--- src/rtl/updown_counter_pkg.sv ---
// rtl/updown_counter_pkg.sv - shared width default and direction encoding for the up/down counter
package updown_counter_pkg;

   // Width used when an instance does not override it.
   localparam int DEFAULT_WIDTH = 4;

   // Direction encoding of the ud input.
   typedef enum logic {
      DIR_DOWN = 1'b0,
      DIR_UP   = 1'b1
   } dir_t;

endpackage

--- src/rtl/updown_counter_if.sv ---
// rtl/updown_counter_if.sv - direction input and count output of the up/down counter
interface updown_counter_if
   import updown_counter_pkg::*;
#(
   parameter int WIDTH = DEFAULT_WIDTH
) ();

   logic             ud;
   logic [WIDTH-1:0] q;

   // The user of the counter drives direction and reads the count.
   modport master (
      output ud,
      input  q
   );

   // The counter reads direction and drives the count.
   modport slave (
      input  ud,
      output q
   );

endinterface

--- src/rtl/updown_counter_next.sv ---
// rtl/updown_counter_next.sv - combinational modulo-2^WIDTH +1/-1 step
module updown_counter_next
   import updown_counter_pkg::*;
#(
   parameter int WIDTH = DEFAULT_WIDTH
) (
   input  logic [WIDTH-1:0] count,
   input  dir_t             dir,
   output logic [WIDTH-1:0] count_next
);

   // Step by one in the selected direction; truncation to WIDTH gives the wrap-around.
   always_comb begin
      count_next = count;
      if (dir == DIR_UP) begin
         count_next = count + WIDTH'(1);
      end else begin
         count_next = count - WIDTH'(1);
      end
   end

endmodule

--- src/rtl/updown_counter.sv ---
// rtl/updown_counter.sv - free-running modulo-2^WIDTH up/down counter with async reset
module updown_counter
   import updown_counter_pkg::*;
#(
   parameter int WIDTH = DEFAULT_WIDTH
) (
   input  logic            clk,
   input  logic            rst,
   updown_counter_if.slave bus
);

   logic [WIDTH-1:0] count_q;
   logic [WIDTH-1:0] count_d;
   dir_t             dir;

   assign dir = dir_t'(bus.ud);

   updown_counter_next #(
      .WIDTH(WIDTH)
   ) u_next (
      .count      (count_q),
      .dir        (dir),
      .count_next (count_d)
   );

   // Count register: cleared at once by rst, otherwise takes one step per rising edge.
   always_ff @(posedge clk or posedge rst) begin
      if (rst) begin
         count_q <= '0;
      end else begin
         count_q <= count_d;
      end
   end

   // q is the flop output only, so ud never reaches it combinationally.
   assign bus.q = count_q;

   // Sampling-edge checks: ud legal, count known, and every step exactly +1 or -1.
   always @(posedge clk) begin
      if (!rst) begin
         assert (!$isunknown(bus.ud))
            else $error("updown_counter: ud unknown at sampling edge");
         assert (!$isunknown(count_q))
            else $error("updown_counter: count unknown out of reset");
         assert ((count_d - count_q) == WIDTH'(1) || (count_q - count_d) == WIDTH'(1))
            else $error("updown_counter: step from %0d to %0d is not +/-1", count_q, count_d);
      end
   end

endmodule

--- src/flat_wrapper.sv ---
// flat-port wrapper written by rule: the top's interface ports become plain ports
module updown_counter_flat import updown_counter_pkg::*;
#(
   parameter int WIDTH = DEFAULT_WIDTH
)
  (clk, rst, bus_ud, bus_q);
  updown_counter_if #(.WIDTH(WIDTH)) bus_i ();
  input  logic clk;
  input  logic rst;
  input wire logic [$bits(bus_i.ud)-1:0] bus_ud;
  output wire logic [$bits(bus_i.q)-1:0] bus_q;
  assign bus_i.ud = bus_ud;
  assign bus_q = bus_i.q;
  updown_counter #(.WIDTH(WIDTH)) u_core (.clk(clk), .rst(rst), .bus(bus_i));
endmodule
--- config.mk ---
export PLATFORM = sky130hd
export DESIGN_NAME = updown_counter_flat
export DESIGN_NICKNAME = d
export VERILOG_FILES = /design/src/rtl/updown_counter_pkg.sv /design/src/rtl/updown_counter_if.sv /design/src/rtl/updown_counter_next.sv /design/src/rtl/updown_counter.sv /design/src/flat_wrapper.sv
export SDC_FILE = /design/constraint.sdc
export NUM_CORES = 1
export LEC_CHECK = 0
export BUFFER_PORTS_ARGS = -buffer_cell sky130_fd_sc_hd__buf_4
export CAP_MARGIN = 30
export CORE_AREA = 2 2 39 41
export DETAILED_ROUTE_END_ITERATION = 10
export DIE_AREA = 0 0 41 43
export SLEW_MARGIN = 20
export SYNTH_ARGS = -nofsm -noshare
export SYNTH_HDL_FRONTEND = slang
export SYNTH_SLANG_ARGS = --single-unit
export TNS_END_PERCENT = 100
--- constraint.sdc ---
create_clock -name clk -period 1.73 [get_ports clk]
set_clock_uncertainty 0.05 [all_clocks]
set_input_delay 0.173 -clock clk [delete_from_list [all_inputs] [get_ports clk]]
set_output_delay 0.173 -clock clk [all_outputs]
set_load 0.01 [all_outputs]
* Yosys cells after proc, flatten, opt, wreduce, memory -nomap -nowiden *
Index checks and enable logic that the tools add are counted.

word-level totals
  memories kept = 0
  output and inout port bits = 4
  bits of input ports = 3
  latch bits = 0
  memory bits (read-only) = 0
  flip-flop bits (word level) = 4
  bits in writable memories = 0

cells by class
  multiply operators = 0
  mux-type cells = 1
  shifts and indexed selects = 0
  reduce and logical (&&, ||, !) cells = 0
  $add $sub $neg = 2
  equal/unequal tests = 0
  bitwise gates (word level) = 0
  div/mod/pow operators = 0
  order comparisons = 0

operators with widths
  kind                                               count
  adder 4 x 1 -> 4 bit (second input constant)       1
  2-to-1 mux 4 bit                                   1
  subtractor 4 x 1 -> 4 bit (second input constant)  1

* Logic depth before layout (Yosys ltp) *
  depth after elaboration = 2
  gate-level depth with buffers = 5

* Hierarchy *
Synthesis repeated with hierarchy kept, for this count alone.

unflattened totals
  cell total of the unflattened synthesis = 15
  area total of the unflattened synthesis = 198.9 sq um

by module, submodules not included
  module               area an instance (sq um)  instances  cells an instance
  updown_counter       103.8                     1          5
  updown_counter_next  95.1                      1          10

* Worst setup path after synthesis *
OpenSTA, ideal clock, no wires.

  path kind = reg2reg
  start = register u_core.count_q[1] (netlist: u_core.bus.q[1])
  end = register u_core.count_q[3] (netlist: u_core.bus.q[3])
  library setup time = 123 ps
  clock period less this slack = 1257 ps
  setup slack = 473 ps
  arrival = 1084 ps
  stages on the path, launching flop included = 5
  path through = dfrtp_1 ha_1 a21o_1 a21oi_2 xnor2_1

on the way
  longest elaborated chain between the ends = 2
  elaborated cells on any way between the ends = 3

ends and longest elaborated chain
  item                                                                      RTL line                                              RTL
  start, declared                                                           updown_counter.sv:12                                  logic [WIDTH-1:0] count_q;
  start signal, assigned                                                    updown_counter.sv:31                                  count_q <= count_d;
  subtractor 4 x 1 -> 4 bit / adder 4 x 1 -> 4 bit (equally long branches)  updown_counter_next.sv:18, updown_counter_next.sv:16
  2-to-1 mux 4 bit *                                                        updown_counter_next.sv:15                             if (dir == DIR_UP) begin
  via u_core.count_d[3]                                                     updown_counter.sv:13                                  logic [WIDTH-1:0] count_d;

Mark *: on every way through the listed nets, which the timed path passes. The rest lies on a longest branch.

* Worst setup path after layout *
Ends and elaborated chain as after synthesis.

==> impl_metrics.csv <==
group,metric,value,unit
synth,synth-seq-cells,4,
finish,drive_above_1_share,40.0,%
finish,num_antenna_cells,0,
synth,synthCells,15,
synth,synth_warnings,0,
floorplanning,rows,14,
setup_path,worstPathRequired,1.83,ns
setup_path,path_cells,"ha_1 -> a21o_1 -> a21oi_2 -> xnor2_1",
clock_tree,cts_tree,"yes",
finish,area_delta_synth_final,49.1,%
grt,grt_pass1_wl,517,µm
sta,fin_setup_tns,0,ns
grt,gr-total-overflow,0,
clock_tree,clk_path_buf_depth,2,
synth,ys_types,8,
sta,min_period,1.26,ns
routing,first_pass_iters,1,
clock_tree,cts_sinks,4,
setup_path,rrSetupSlack,0.47,ns
setup_path,path_delay_family,"flip-flops",
finish,largest_reg_flops,4,
clock_tree,numCtsBuffers,3,
finish,fill_cells,158,
clock_tree,ctsHoldBuffers,1,
routing,drc,0,
clock_tree,cts-root-buf,"clkbuf_4",
sta,slew_headroom,88.8,%
sta,rsz0062_at_grt,"no",
pwr,p_int,329,µW
sta,max_freq,793,MHz
floorplanning,ioPinCount,7,
finish,mostFrequentLayoutCells,"6 x buf_4, 4 x dfrtp_1, 3 x inv_1, 3 x clkbuf_4",
sta,post-route-period-util,72.9,%
routing,drtAntennaViolNets,0,
setup_path,end_kind,"register",
finish,mostFrequentLayoutCell,"buf_4",
grt,grt_max_degree,5,
setup_path,crit_type,"reg -> reg",
pwr,power.leakage,0.000149,µW
setup_path,worst_path_largest_cell_delay,0.40,ns
synth,synth_fp_nets,21,
grt,grt_pass1_vias,146,
setup_path,cp_num_buf_inv,0,
sta,slew_violations,0,
clock_tree,worstSkewPairLatency,0.23,ns
pwr,clkPwrFrac,23.3,%
clock_tree,post_cts.repair.setup_buffers,0,
floorplanning,fp.dieH,43,µm
pwr,ir_drop,0.273,mV
floorplanning,die_area,1760,µm²
pwr,power_density,1610,nW/µm²
setup_path,slowest_stage,"dfrtp_1",
sta,hold_viol,0,
clock_tree,cts_resized,0,
run,maxCapViolCount,0,
pwr,p_seq_share,34.0,%
finish,instances_no_fill,41,
place,dp.cells,37,
status,outcome,"finished clean",
routing,viasPerCell,3.29,
finish,nets,33,
sta,worst_slew_pin_slew,0.168,ns
pwr,sw_frac_of_total,31.3,%
floorplanning,die_w,41,µm
grt,antenna_found_initial,0,
routing,vias,135,
synth,seq_area_frac_synth,50.3,%
setup_path,crit_arrival,1.36,ns
pwr,p_switching,150,µW
setup_path,start_kind,"register",
routing,route.detailed.wl_per_inst,8.10,µm
pwr,p_comb_share,42.7,%
routing,postRouteWirelength,332,µm
place,place_congestion,0.577,
hold_path,hold_path_class,"in -> reg",
floorplanning,start_util,14.4,%
grt,grt_util_all_layers,5.52,%
setup_path,cp_max_fo,3,
synth,syn_area,199,µm²
clock_tree,clk_pin_slew,0.03,ns
floorplanning,core,1380,µm²
place,numPortBuffers,6,
clock_tree,htreeDepth,1,
sta,setup_violations,0,
routing,drt_iter0_drc,0,
synth,syn_area_per_cell,13.3,µm²
[through the flow]
| step | power [µW] | hold WS (ns) | utilization (%) | instance area [µm²] | setup slack [ns] |
|---|---|---|---|---|---|
| 5_1_grt | 518 | 0.217 | 21.4 | 297 | 0.420 |
| 3_5_place_dp | 372 | 0.0166 | 19.1 | 264 | 0.470 |
| 2_1_floorplan | 293 | -0.111 | - | 199 | 0.473 |
| 6_report | 478 | 0.211 | 21.4 | 297 | 0.469 |
| 3_3_place_gp | 368 | 0.0138 | 19.1 | 264 | 0.473 |
| 4_1_cts | 493 | 0.200 | 21.4 | 297 | 0.463 |
[final timing paths]
kind | startpoint | endpoint | depth (start not counted)
min in group asynchronous | rst | u_core.bus.q[1]$_DFF_PP0_ | 3
min reg2reg | u_core.bus.q[0]$_DFF_PP0_ | u_core.bus.q[0]$_DFF_PP0_ | 1
min | bus_ud | u_core.bus.q[3]$_DFF_PP0_ | 3
max | u_core.bus.q[1]$_DFF_PP0_ | u_core.bus.q[3]$_DFF_PP0_ | 4
max reg2reg | u_core.bus.q[1]$_DFF_PP0_ | u_core.bus.q[3]$_DFF_PP0_ | 4
max in group asynchronous | rst | u_core.bus.q[3]$_DFF_PP0_ | 3
[power groups by stage]
stage          registers [µW]  clock network (µW)  logic [µW]
2_1_floorplan             179                   0         115
3_3_place_gp              165                   0         203
3_5_place_dp              166                   0         206
4_1_cts                   165                 120         209
5_1_grt                   170                 121         227
6_report                  163                 111         204
[synthesized netlist by cell type]
| cell type | instances | area, µm² |
|---|---|---|
| fa_1 | 1 | 20.0 |
| xor2_1 | 1 | 8.76 |
| inv_1 | 3 | 11.3 |
| ha_1 | 2 | 25.0 |
| dfrtp_1 | 4 | 100 |
| xnor2_1 | 2 | 17.5 |
| a21oi_2 | 1 | 8.76 |
| a21o_1 | 1 | 7.51 |
[routing by layer]
| metal | GRT usage, % | part of all wire, % |
|---|---|---|
| met1 | 5.14 | 42 |
| met2 | 5.63 | 45 |
| met3 | 4.71 | 13 |
| met4 | 8.00 | 0 |
| met5 | 0 | 0 |
[cells by family after synthesis]
family / after synthesis / share of synthesized area [%]
AOI/OAI and AO/OA: 2 / 8.18
xor gates and xnor gates: 3 / 13.2
adders and majority gates: 3 / 22.6
buffers and inverters: 3 / 5.66
DFF: 4 / 50.3
[worst min-delay path: stages]
cell,delay [ns]
buf_4,0.09
xnor2_1,0.12
xnor2_1,0.06
[area by class of cell]
type | instances | area (µm²) | area share [%]
Inverter | 3 | 11.3 | 3.80
Tap cell | 16 | 20.0 | 6.75
Sequential cell | 4 | 100 | 33.8
Timing Repair Buffer | 7 | 55.1 | 18.6
Multi-Input combinational cell | 8 | 87.6 | 29.5
Clock buffer | 3 | 22.5 | 7.59
No activity file was read; power rests on OpenSTA's default activity.
